--- config.mk ---
export PLATFORM = sky130hd
export DESIGN_NAME = rgb_pwm_driver_flat
export DESIGN_NICKNAME = d
export VERILOG_FILES = /design/src/rtl/rgb_pwm_driver_if.sv /design/src/rtl/rgb_pwm_driver.sv /design/src/flat_wrapper.sv
export SDC_FILE = /design/constraint.sdc
export NUM_CORES = 1
export LEC_CHECK = 0
export ABC_CLOCK_PERIOD_IN_PS = 3100
export BUFFER_PORTS_ARGS = -buffer_cell sky130_fd_sc_hd__buf_2
export CAP_MARGIN = 20
export CORE_ASPECT_RATIO = 0.8
export CORE_MARGIN = 3
export CORE_UTILIZATION = 40
export CTS_BUF_LIST = sky130_fd_sc_hd__clkbuf_8
export CTS_CLUSTER_DIAMETER = 200
export DETAILED_ROUTE_END_ITERATION = 8
export HOLD_SLACK_MARGIN = 0.06
export MAX_ROUTING_LAYER = met4
export SETUP_SLACK_MARGIN = 0.1
export SYNTH_ARGS = -nofsm -noshare
export SYNTH_HDL_FRONTEND = slang
export SYNTH_SLANG_ARGS = --single-unit
--- constraint.sdc ---
create_clock -name clock -period 3.1 [get_ports clock]
set_input_delay 0.775 -clock clock [delete_from_list [all_inputs] [get_ports clock]]
set_output_delay 0.775 -clock clock [all_outputs]
set_load 0.03 [all_outputs]
--- src/rtl/rgb_pwm_driver_if.sv ---
// Command channel from the colour sequencer (master) to the RGB PWM driver (slave).
// A command moves across when cmd_valid and cmd_ready are both high at a clock edge.
interface rgb_pwm_driver_if #(
    parameter int PWM_BITS = 8
);
    logic                cmd_valid;
    logic                cmd_ready;
    logic [1:0]          cmd_led;
    logic [2:0]          cmd_color;
    logic [PWM_BITS-1:0] cmd_level;

    modport master (
        output cmd_valid,
        output cmd_led,
        output cmd_color,
        output cmd_level,
        input  cmd_ready
    );

    modport slave (
        input  cmd_valid,
        input  cmd_led,
        input  cmd_color,
        input  cmd_level,
        output cmd_ready
    );
endinterface

--- src/rtl/rgb_pwm_driver.sv ---
// RGB PWM driver: takes colour/brightness commands over a valid/ready channel and
// drives two RGB LEDs with per-LED dimmed PWM. An accepted command sits in a pending
// buffer and only reaches the active registers at a PWM period boundary, so no
// period is ever emitted with a half-old, half-new setting.
module rgb_pwm_driver #(
    parameter int PWM_BITS = 8,
    parameter int PRESCALE = 392
) (
    input  logic            clock,
    input  logic            reset,
    rgb_pwm_driver_if.slave cmd,
    output logic [2:0]      RGB1,
    output logic [2:0]      RGB2,
    output logic            period_start
);

    // PRESCALE of 1 still needs a one-bit prescaler; it simply never leaves 0.
    localparam int PS_W = (PRESCALE > 1) ? $clog2(PRESCALE) : 1;
    localparam logic [PS_W-1:0]     PS_LAST  = PS_W'(PRESCALE - 1);
    // The PWM counter stops one short of all-ones, so the maximum level is
    // strictly greater than every count and yields a constant-on output.
    localparam logic [PWM_BITS-1:0] CNT_LAST = PWM_BITS'((2 ** PWM_BITS) - 2);

    typedef enum logic [0:0] {
        IDLE    = 1'b0,
        PENDING = 1'b1
    } state_t;

    state_t              state;
    state_t              state_next;

    logic [PS_W-1:0]     prescaler;
    logic [PWM_BITS-1:0] pwm_cnt;
    logic                step;
    logic                boundary;
    logic                running;

    logic                ready;
    logic                load_pending;
    logic                apply_pending;

    logic [1:0]          pend_led;
    logic [2:0]          pend_color;
    logic [PWM_BITS-1:0] pend_level;

    logic [2:0]          active_color1;
    logic [PWM_BITS-1:0] active_level1;
    logic [2:0]          active_color2;
    logic [PWM_BITS-1:0] active_level2;

    assign step     = (prescaler == PS_LAST);
    assign boundary = step && (pwm_cnt == CNT_LAST);

    assign cmd.cmd_ready = ready;

    // Timebase: prescaler divides the clock into PWM steps, pwm_cnt walks one period.
    always_ff @(posedge clock) begin
        if (!reset) begin
            prescaler <= '0;
            pwm_cnt   <= '0;
        end else if (step) begin
            prescaler <= '0;
            pwm_cnt   <= (pwm_cnt == CNT_LAST) ? '0 : pwm_cnt + 1'b1;
        end else begin
            prescaler <= prescaler + 1'b1;
        end
    end

    // Period marker lags the boundary by one cycle so it lines up with pwm_cnt == 0.
    always_ff @(posedge clock) begin
        if (!reset) begin
            period_start <= 1'b0;
        end else begin
            period_start <= boundary;
        end
    end

    // Holds cmd_ready low for every cycle reset is asserted; the FSM alone would
    // already read IDLE after the first reset edge.
    always_ff @(posedge clock) begin
        if (!reset) begin
            running <= 1'b0;
        end else begin
            running <= 1'b1;
        end
    end

    // Command FSM state register.
    always_ff @(posedge clock) begin
        if (!reset) begin
            state <= IDLE;
        end else begin
            state <= state_next;
        end
    end

    // Command FSM next state: accept while idle, then wait for a boundary to commit.
    // IDLE never applies, so a command accepted on a boundary cycle waits a full period.
    always_comb begin
        state_next    = state;
        ready         = 1'b0;
        load_pending  = 1'b0;
        apply_pending = 1'b0;
        case (state)
            IDLE: begin
                ready = running;
                if (running && cmd.cmd_valid && (cmd.cmd_led != 2'b00)) begin
                    load_pending = 1'b1;
                    state_next   = PENDING;
                end
            end
            PENDING: begin
                if (boundary) begin
                    apply_pending = 1'b1;
                    state_next    = IDLE;
                end
            end
            default: begin
                state_next = IDLE;
            end
        endcase
    end

    // Pending buffer captures the accepted command until the next boundary.
    always_ff @(posedge clock) begin
        if (!reset) begin
            pend_led   <= 2'b00;
            pend_color <= 3'b000;
            pend_level <= '0;
        end else if (load_pending) begin
            pend_led   <= cmd.cmd_led;
            pend_color <= cmd.cmd_color;
            pend_level <= cmd.cmd_level;
        end
    end

    // Active settings for LED 1 change only at a boundary and only when selected.
    always_ff @(posedge clock) begin
        if (!reset) begin
            active_color1 <= 3'b000;
            active_level1 <= '0;
        end else if (apply_pending && pend_led[0]) begin
            active_color1 <= pend_color;
            active_level1 <= pend_level;
        end
    end

    // Active settings for LED 2 change only at a boundary and only when selected.
    always_ff @(posedge clock) begin
        if (!reset) begin
            active_color2 <= 3'b000;
            active_level2 <= '0;
        end else if (apply_pending && pend_led[1]) begin
            active_color2 <= pend_color;
            active_level2 <= pend_level;
        end
    end

    // Registered pin drive: a channel is lit while the count is below its LED's level.
    always_ff @(posedge clock) begin
        if (!reset) begin
            RGB1 <= 3'b000;
            RGB2 <= 3'b000;
        end else begin
            RGB1 <= active_color1 & {3{pwm_cnt < active_level1}};
            RGB2 <= active_color2 & {3{pwm_cnt < active_level2}};
        end
    end

endmodule
--- src/flat_wrapper.sv ---
// flat-port wrapper written by rule: the top's interface ports become plain ports
module rgb_pwm_driver_flat 
#(
    parameter int PWM_BITS = 8,
    parameter int PRESCALE = 392
)
  (clock, reset, RGB1, RGB2, period_start, cmd_cmd_valid, cmd_cmd_led, cmd_cmd_color, cmd_cmd_level, cmd_cmd_ready);
  rgb_pwm_driver_if #(.PWM_BITS(PWM_BITS)) cmd_i ();
  input  logic clock;
  input  logic reset;
  output logic [2:0] RGB1;
  output logic [2:0] RGB2;
  output logic period_start;
  input wire logic [$bits(cmd_i.cmd_valid)-1:0] cmd_cmd_valid;
  input wire logic [$bits(cmd_i.cmd_led)-1:0] cmd_cmd_led;
  input wire logic [$bits(cmd_i.cmd_color)-1:0] cmd_cmd_color;
  input wire logic [$bits(cmd_i.cmd_level)-1:0] cmd_cmd_level;
  output wire logic [$bits(cmd_i.cmd_ready)-1:0] cmd_cmd_ready;
  assign cmd_i.cmd_valid = cmd_cmd_valid;
  assign cmd_i.cmd_led = cmd_cmd_led;
  assign cmd_i.cmd_color = cmd_cmd_color;
  assign cmd_i.cmd_level = cmd_cmd_level;
  assign cmd_cmd_ready = cmd_i.cmd_ready;
  rgb_pwm_driver #(.PWM_BITS(PWM_BITS), .PRESCALE(PRESCALE)) u_core (.clock(clock), .reset(reset), .cmd(cmd_i), .RGB1(RGB1), .RGB2(RGB2), .period_start(period_start));
endmodule
==> results of run 1 <==
[metal layers]
| layer | GRT usage [%] | vias to the layer above | share of wire, % |
|---|---|---|---|
| met2 | 21.01 | 40 | 38 |
| li1 | - | 1018 | - |
| met5 | - | - | 0 |
| met4 | 7.153 | 0 | 0.78 |
| met3 | 5.531 | 5 | 5.7 |
| met1 | 22.68 | 866 | 56 |
[area by class of cell]
| cell class | count | area (um2) | area share, % |
|---|---|---|---|
| repair buffers | 25 | 130.1 | 4.238 |
| well taps | 81 | 101.3 | 3.301 |
| inverters | 16 | 60.06 | 1.956 |
| clock buffers | 11 | 151.4 | 4.931 |
| multi-input cells | 199 | 1333 | 43.40 |
| flip-flops and latches | 61 | 1221 | 39.77 |
| clock inverters | 5 | 73.82 | 2.404 |
[power groups by stage]
stage	combinational, mW	clock, mW	sequential, mW
after global placement	0.0609	0	0.821
after floorplan	0.0411	0	0.819
after CTS	0.0622	0.811	0.804
after global routing	0.0705	0.849	0.806
final	0.0614	0.789	0.804
after detailed placement	0.0611	0	0.822
[metrics by stage]
| stage | hold slack, ns | cells | worst slack, ns |
|---|---|---|---|
| final | 0.4456 | 398 | 0.8936 |
| after global routing | 0.4604 | 398 | 0.7581 |
| after CTS | 0.4488 | 398 | 0.8913 |
| after detailed placement | 0.4336 | 382 | 0.9307 |
| after global placement | 0.4345 | 382 | 0.9741 |
| after floorplan | 0.4122 | 286 | 1.172 |
[worst min-delay path by stage]
stage / from / endpoint / slack [ns]
final: u_core.active_color1[1]$_SDFFE_PN0P_ / u_core.RGB1[1]$_SDFF_PN0_ / 0.45
after global routing: u_core.active_color1[2]$_SDFFE_PN0P_ / u_core.RGB1[2]$_SDFF_PN0_ / 0.46
after CTS: u_core.active_color1[1]$_SDFFE_PN0P_ / u_core.RGB1[1]$_SDFF_PN0_ / 0.45
after detailed placement: u_core.prescaler[0]$_SDFF_PP0_ / u_core.prescaler[0]$_SDFF_PP0_ / 0.43
after global placement: u_core.prescaler[0]$_SDFF_PP0_ / u_core.prescaler[0]$_SDFF_PP0_ / 0.43
after floorplan: u_core.active_color2[0]$_SDFFE_PN0P_ / u_core.RGB2[0]$_SDFF_PN0_ / 0.41
[sequential cells by signal (all words and copies together), names as in the netlist, 8 cells and up]
signal and cells:
u_core.active_level2 8, u_core.prescaler 9, u_core.active_level1 8, u_core.pend_level 8, u_core.pwm_cnt 8
[critical path, cell delays in order, from the launching register on]
cell      delay, ns
dfxtp_1        0.37
ha_1           0.26
and4bb_2       0.32
nand2_1        0.21
or3_1          0.70
mux2i_1        0.21
[cells in the mapped netlist, drive strengths merged (2+ instances only)]
library cell  number  area [um2]
ha                17       212.7
and4               2       17.52
nand2b             2       12.51
nor2              32       120.1
or3                5       31.28
nor2b              2       12.51
o21a               2       15.01
buf                3       15.01
and4bb             2       25.02
and3               4       25.02
xnor2              4       35.03
dfxtp             61        1221
xor2               8       70.07
a21oi              8       40.04
clkbuf             7       26.28
nand2             48       180.2
a211oi             5       37.54
inv               15       56.30
a21o               3       22.52
mux2i             35       350.3
o21ai              3       15.01
nand3              7       35.03
nand4              5       31.28
[logic make-up (layout without fill, tap and decap cells)]
group | count (synthesis) | in the layout
muxes | 35 | 35
xor gates and xnor gates | 12 | 12
DFF | 61 | 61
buffers and inverters | 26 | 57
and+or+nand+nor | 111 | 111
AOI/OAI and AO/OA | 24 | 24
adders and majority gates | 17 | 17
==> results by group, run 1 <==
Setup path
  – WP data required: 3.30 ns
  – R2r setup slk: 0.89 ns
  – RR Startpoint: u_core.prescaler[0]$_SDFF_PP0_
  – Setup crit start: u_core.prescaler[0]$_SDFF_PP0_
  – CP Class: register to register
  – Nature of the critical path startpoint: register
  – R2R depth: 5
  – Worst reg2reg path endpoint: u_core.active_level1[7]$_SDFFE_PN0P_
  – Critical path endpoint: u_core.active_level1[7]$_SDFFE_PN0P_
  – CP Max Fanout: 11
  – Critical path data arrival time: 2.40 ns
  – CP Capture Type: register

Synthesis
  – Mux cell area share after synthesis: 13.20%
  – Largest family of logic cells by synthesized area: simple AND/OR/NAND/NOR gates
  – Compound-Gate Fraction of Synth Area: 6.032%
  – Simple-Gate Fraction of Synth Area: 18.99%
  – Cell area after synthesis: 2655 um2
  – Async SR Flop Fraction: 0%
  – Area share of fa/ha/maj cells after synthesis: 8.011%
  – Main flop type after synthesis: dfxtp_1
  – YS warnings: 0
  – XOR/XNOR Fraction of Synth Area: 3.959%
  – Seq/Total Area, Yosys: 45.99%
  – Mapped Avg Cell Area: 9.283 um2
  – Synth Instances: 286
  – Synthesized flop and latch total: 61
  – Post-synth EDFFs: 0
  – Unique masters post-synth: 30
  – Syn Nets: 319

Cells and area
  – Core Util, Final: 49.83%
  – Commonest non-fill, non-tap cell in the layout: dfxtp_1
  – Most frequent cells in the layout: dfxtp_1 (61), nand2_1 (48), mux2i_1 (35), nor2_1 (32), buf_2 (23)
  – Fillers: 576
  – Share of cells above drive strength 1: 13.25%
  – Cell area after layout: 3070 um2
  – Antenna fix cells: 0
  – Nets: 345
  – Area delta synth->final: 15.65%

Placed design
  – Final HPWL DP: 3822 um
  – Placed instance area: 2845 um2
  – # port buffers: 23
  – GPL Wtd Cong: 0.8318

Run
  – Max_cap viols: 0

Floorplan
  – Die Area: 7657 um2
  – Core area: 6162 um2
  – Chip width: 97.09 um
  – Row cnt: 25
  – Starting Density: 43.09%
  – Ports: 24
  – Die H: 78.87 um

Timing
  – Unrepaired setup endpoints after global routing: false
  – Maximum clock rate: 453.2 MHz
  – Setup Skew: 0.007971 ns
  – Max-slew violations: 0
  – Slew margin rel.: 54.53%
  – Minimum clock period: 2.206 ns
  – Post-Route Setup TNS: 0 ns
  – Final setup viols: 0
  – Slew at the pin closest to its max-slew limit: 0.6821 ns
  – Hold Vio Cnt, Final: 0
  – Final Cycle Share: 71.17%

CTS
  – Worst-Skew Late Latency: 0.34 ns
  – Clock slew at reported path FFs: 0.07 ns
  – Hold_buf cts: 0
  – CTS sink cnt: 61
  – Htree depth: 3
  – TritonCTS Buffers: 9
  – Post-CTS setup buffers: 0
  – CTS tree: done
  – Post-CTS sizing: 0
  – Buffers from clock root to sink, at most: 2
  – CTS root buffer: clkbuf_8

Global routing
  – Vias in the first global route: 1,915
  – First-pass GRT wire length: 9397 um
  – Maximum number of pins on one net before global-route repair: 39
  – Number of antenna violations at the first check in global routing: 0
  – Gr ovfl total: 0
  – Gr usage total: 16.26%

Power and ir drop
  – Int Pwr: 1.312 mW
  – Peak supply drop: 0.0002724 V
  – Tot Pwr: 1.655 mW
  – Combinational power share: 3.7%
  – Psw: 0.3425 mW
  – Leak: 1.334 nW
  – Power share of the clock group: 47.7%
  – Power Density: 538.9 nW/um2
  – Register share of total power: 48.6%
  – Switch share: 20.70%

Detailed routing
  – First DRT Iteration DRCs: 117
  – Detail Route Antenna Nets: 0
  – DRC viols: 0
  – Avg WL per Cell: 13.24 um
  – Detailed Routing Iterations Pass 1: 5
  – Routed wire length: 5270 um
  – Vias: 1,929
  – DR vias/cell: 4.847

Hold path
  – HP Class: register to register
  – Depth of the worst hold-timing path: 2

Outcome
  – Outcome: finished clean
Power figures use the tool's default switching activity.
==> run 2: changes to the inputs <==
ABC_CLOCK_PERIOD_IN_PS = 1900   (was 3100)
clock period = 1.9 ns   (was 3.1 ns; I/O delays follow)
==> run 2 against run 1 <==
Die area unchanged. Sequential share of layout area down 0.85 points. Worst hold slack worse by 0.081 ns. Clock power up 46%. Via count up 3.0%. Power up 56%. Wire length up 5.2%. Sequential power up 63%. Worst setup slack worse by 0.68 ns. Largest power group unchanged.
==> results by group, run 2 (synthesis results as in run 1) <==
Cells and area
  – Reg with most FFs: u_core.prescaler
  – Nets: 355
  – Area delta synth->final: 18.66%
  – Commonest non-fill, non-tap cell in the layout: dfxtp_1
  – Most frequent cells in the layout: dfxtp_1 (57), nand2_1 (47), mux2i_1 (35), nor2_1 (32), buf_2 (23)
  – Fillers: 577
  – Antenna fix cells: 0
  – Share of cells above drive strength 1: 18.40%
  – Max FFs per register: 9

Run
  – Max_cap viols: 0

Global routing
  – Gr ovfl total: 0
  – First-pass GRT wire length: 9384 um
  – Maximum number of pins on one net before global-route repair: 25
  – Number of antenna violations at the first check in global routing: 0
  – Gr usage total: 16.26%
  – Vias in the first global route: 1,957

Power and ir drop
  – Leak: 1.372 nW
  – Tot Pwr: 2.577 mW
  – Combinational power share: 4.4%
  – Psw: 0.5635 mW
  – Switch share: 21.87%
  – Int Pwr: 2.013 mW
  – Peak supply drop: 0.0003859 V
  – Register share of total power: 51.0%
  – Power Density: 817.8 nW/um2
  – Power share of the clock group: 44.6%

CTS
  – Clock slew at reported path FFs: 0.07 ns
  – CTS sink cnt: 61
  – Hold_buf cts: 0
  – CTS tree: done
  – Htree depth: 3
  – Buffers from clock root to sink, at most: 2
  – TritonCTS Buffers: 9
  – CTS root buffer: clkbuf_8
  – Worst-Skew Late Latency: 0.34 ns

Placed design
  – # port buffers: 23
  – Final HPWL DP: 4029 um
  – GPL Wtd Cong: 0.8070

Floorplan
  – Starting Density: 43.09%
  – Die H: 78.87 um
  – Ports: 24
  – Chip width: 97.09 um
  – Die Area: 7657 um2
  – Core area: 6162 um2
  – Row cnt: 25

Detailed routing
  – Routed wire length: 5543 um
  – Vias: 1,987
  – Avg WL per Cell: 13.62 um
  – Detail Route Antenna Nets: 0
  – First DRT Iteration DRCs: 76
  – Detailed Routing Iterations Pass 1: 4
  – DR vias/cell: 4.882
  – DRC viols: 0

Timing
  – Slew margin rel.: 52.95%
  – Max-slew violations: 0
  – Hold Vio Cnt, Final: 0
  – Slew at the pin closest to its max-slew limit: 0.7058 ns
  – Minimum clock period: 1.686 ns
  – Setup Skew: 0.007116 ns
  – Final Cycle Share: 88.73%
  – Unrepaired setup endpoints after global routing: false
  – Maximum clock rate: 593.1 MHz
  – Post-Route Setup TNS: 0 ns
  – Final setup viols: 0

Setup path
  – Nature of the critical path startpoint: register
  – WP data required: 2.13 ns
  – CP Capture Type: register
  – CP Max Fanout: 11
  – CP Class: register to register
  – Critical path data arrival time: 1.91 ns

Hold path
  – HP Class: input port to register

Outcome
  – Outcome: finished clean
## run 2: final timing paths
path / startpoint / end / slack, ns / depth (start not counted)
worst max-delay path: u_core.prescaler[0]$_SDFF_PP0_ / u_core.active_level1[2]$_SDFFE_PN0P_ / 0.21 / 6
worst min-delay path: cmd_cmd_level[5] / u_core.pend_level[5]$_SDFFE_PN0P_ / 0.36 / 3
worst max register to register: u_core.prescaler[0]$_SDFF_PP0_ / u_core.active_level1[2]$_SDFFE_PN0P_ / 0.21 / 6
worst min register to register: u_core.active_color2[0]$_SDFFE_PN0P_ / u_core.RGB2[0]$_SDFF_PN0_ / 0.44 / 2
## run 2: repair_timing
action / 4_1_cts / 5_1_grt
pin swaps: 0 / 1
resized for setup: 1 / 5
setup endpoints to repair: 1 / 22
gates cloned: 0 / 0
buffers inserted: 0 / 0
## run 2: power by group through the flow
stage	registers, mW	clock network, mW	logic [mW]
4_1_cts	1.31	1.18	0.113
3_3_place_gp	1.34	0	0.110
5_1_grt	1.32	1.25	0.124
2_1_floorplan	1.34	0	0.0678
3_5_place_dp	1.34	0	0.110
6_report	1.31	1.15	0.113
## run 2: final cells by class
class                      count  area, um2  share of cell area (%)
sequential                    61       1226                   38.92
clock inverter                 4      47.55                   1.509
clock buffer                  11      151.4                   4.805
inverter                      16      60.06                   1.906
multi-input combinational    199       1355                   43.01
tap                           81      101.3                   3.217
timing repair buffer          35      209.0                   6.632
## run 2: layer usage
layer | up-vias | track usage (%) | share of wire (%)
met5 | - | - | 0
met4 | 0 | 5.470 | 1.3
met3 | 11 | 6.234 | 6.0
met2 | 47 | 21.14 | 37
met1 | 893 | 22.76 | 55
li1 | 1036 | - | -
## run 2: critical path, stage by stage, from the launching register on
cell and delay [ns]:
dfxtp_2 0.36, ha_4 0.16, and4bb_2 0.25, nand2_2 0.12, or3_1 0.38, buf_6 0.17
mux2i_1 0.13
## run 2: per-stage QoR
stage / area (um2) / worst slack [ns] / hold WS [ns] / utilization [%] / std cells
after floorplan: 2688 / 0.1031 / 0.4122 / - / 286
after global placement: 2933 / 0.1670 / 0.4276 / 47.59 / 392
after detailed placement: 2933 / 0.1242 / 0.4321 / 47.59 / 392
after CTS: 3142 / 0.1227 / 0.3503 / 50.98 / 407
after global routing: 3151 / 0.1199 / 0.3648 / 51.13 / 407
final: 3151 / 0.2140 / 0.3648 / 51.13 / 407
==> run 3: changes to the inputs <==
CELL_PAD_IN_SITES_DETAIL_PLACEMENT = 2   (was default)
CELL_PAD_IN_SITES_GLOBAL_PLACEMENT = 2   (was default)
CORE_UTILIZATION = 35   (was 40)
PLACE_DENSITY_LB_ADDON = 0.1   (was default)
==> run 3 against run 2 <==
First-iteration DRC count up 30%. Clock-buffer cell count unchanged. Non-clock buffer count up 2. Cell area up 0.75%. Sequential power about the same. Flip-flop and latch count unchanged. Cell count up 5.7%. Wire length up 31%.
==> results by group, run 3 (synthesis results as in run 1) <==
Hold path
  – HP Class: input port to register

Timing
  – Minimum clock period: 1.702 ns
  – Slew margin rel.: 53.16%
  – Final Cycle Share: 89.58%
  – Slew at the pin closest to its max-slew limit: 0.7026 ns
  – Setup WS post-layout: 0.1979 ns
  – Final setup viols: 0
  – Max-slew violations: 0
  – Hold Vio Cnt, Final: 0
  – Unrepaired setup endpoints after global routing: false
  – Setup Skew: 0.005879 ns
  – Maximum clock rate: 587.5 MHz
  – Post-Route Setup TNS: 0 ns

Detailed routing
  – Avg WL per Cell: 16.92 um
  – Detail Route Antenna Nets: 0
  – Vias: 2,110
  – First DRT Iteration DRCs: 99
  – Routed wire length: 7276 um
  – DRC viols: 0
  – DR vias/cell: 4.907
  – Detailed Routing Iterations Pass 1: 4

Setup path
  – Critical path data arrival time: 1.93 ns
  – Buffers plus inverters on the worst setup path: 1
  – CP max stage cell: or3_1
  – Cell family with most CP delay: simple AND/OR/NAND/NOR gates
  – CP Capture Type: register
  – Peak per-stage delay on the critical path: 0.41 ns
  – WP data required: 2.12 ns
  – CP Class: register to register
  – CP Max Fanout: 11
  – Critical-path cell list: and4_4 > nand4_1 > or3_1 > buf_4 > mux2i_1
  – R2r setup slk: 0.20 ns
  – Nature of the critical path startpoint: register

CTS
  – Clock slew at reported path FFs: 0.07 ns
  – Hold_buf cts: 0
  – CTS root buffer: clkbuf_8
  – Buffers from clock root to sink, at most: 2
  – Worst-Skew Late Latency: 0.34 ns
  – CTS tree: done
  – CTS sink cnt: 61
  – TritonCTS Buffers: 9
  – Htree depth: 3

Global routing
  – Gr ovfl total: 0
  – Gr usage total: 18.51%
  – First-pass GRT wire length: 11,830 um
  – Vias in the first global route: 2,278
  – Maximum number of pins on one net before global-route repair: 24
  – Number of antenna violations at the first check in global routing: 0

Power and ir drop
  – Psw: 0.5915 mW
  – Leak: 1.376 nW
  – Switch share: 23.92%
  – Peak supply drop: 0.0003351 V
  – Power share of the clock group: 42.1%
  – Register share of total power: 53.1%
  – Power Density: 779.1 nW/um2
  – Int Pwr: 1.882 mW
  – Combinational power share: 4.8%

Cells and area
  – Max FFs per register: 9
  – Commonest non-fill, non-tap cell in the layout: dfxtp_1
  – Antenna fix cells: 0
  – Most frequent cells in the layout: dfxtp_1 (56), nand2_1 (47), mux2i_1 (35), nor2_1 (32), buf_2 (23)
  – Area delta synth->final: 19.56%
  – Nets: 357
  – Core Util, Final: 44.53%
  – Share of cells above drive strength 1: 19.76%
  – Reg with most FFs: u_core.prescaler

Floorplan
  – Die H: 83.90 um
  – Ports: 24
  – Core area: 7128 um2
  – Starting Density: 37.25%
  – Row cnt: 27
  – Chip width: 103.4 um
  – Die Area: 8673 um2

Placed design
  – Final HPWL DP: 5483 um
  – GPL Wtd Cong: 0.7649
  – # port buffers: 23
  – DP Worst Slack: 0.1080 ns

Outcome
  – Outcome: finished clean

Run
  – Max_cap viols: 0
[run 3: worst reg2reg max path: cells and delay by family (launching register included)]
kind	cells	cell delay [ns]
buf+inv	1	0.20
simple gates	3	0.85
mux	1	0.14
flops	1	0.39
[run 3: path summary, 6_finish.rpt]
path                                                           start                                    to  depth (start not counted)
worst min-delay path                                cmd_cmd_level[4]     u_core.pend_level[4]$_SDFFE_PN0P_                          3
worst max register to register        u_core.pwm_cnt[5]$_SDFFE_PN0N_  u_core.active_level1[5]$_SDFFE_PN0P_                          5
worst max-delay path                  u_core.pwm_cnt[5]$_SDFFE_PN0N_  u_core.active_level1[5]$_SDFFE_PN0P_                          5
worst min register to register  u_core.active_color2[0]$_SDFFE_PN0P_             u_core.RGB2[0]$_SDFF_PN0_                          2
[run 3: layout make-up]
cell class | count | area [um2]
multi-input cells | 199 | 1363
clock buffers | 11 | 151.4
fillers | 792 | 3954
well taps | 101 | 126.4
repair buffers | 37 | 220.2
inverters | 16 | 60.06
flip-flops and latches | 61 | 1227
clock inverters | 5 | 26.28
[run 3: power by group through the flow]
stage               Clock, mW  Sequential, mW  Combinational, mW
finish                   1.04            1.31              0.118
global placement            0            1.34              0.111
floorplan                   0            1.34             0.0678
detailed placement          0            1.34              0.115
global route             1.13            1.32              0.135
CTS                      1.09            1.31              0.120
[run 3: timing repair]
item                                    in CTS  in global routing
gates resized for setup                      2                  7
setup buffers                                0                  0
endpoints found under the setup margin      10                 25
pin swaps                                    1                  1
[run 3: metal layers]
metal	global-route usage, %	routed length (um)	vias up
met5	-	0	-
met3	4.762	205	11
met1	26.57	3918	1024
met2	25.35	3053	30
li1	-	-	1045
met4	5.294	99	0
[run 3: per-stage QoR]
stage	instances	hold slack, ns	cell area (um2)	total power, mW
global route	430	0.3740	3174	2.584
CTS	430	0.3499	3162	2.518
floorplan	286	0.4122	2688	1.405
detailed placement	414	0.4416	2973	1.455
finish	430	0.3639	3174	2.473
global placement	414	0.4328	2973	1.450
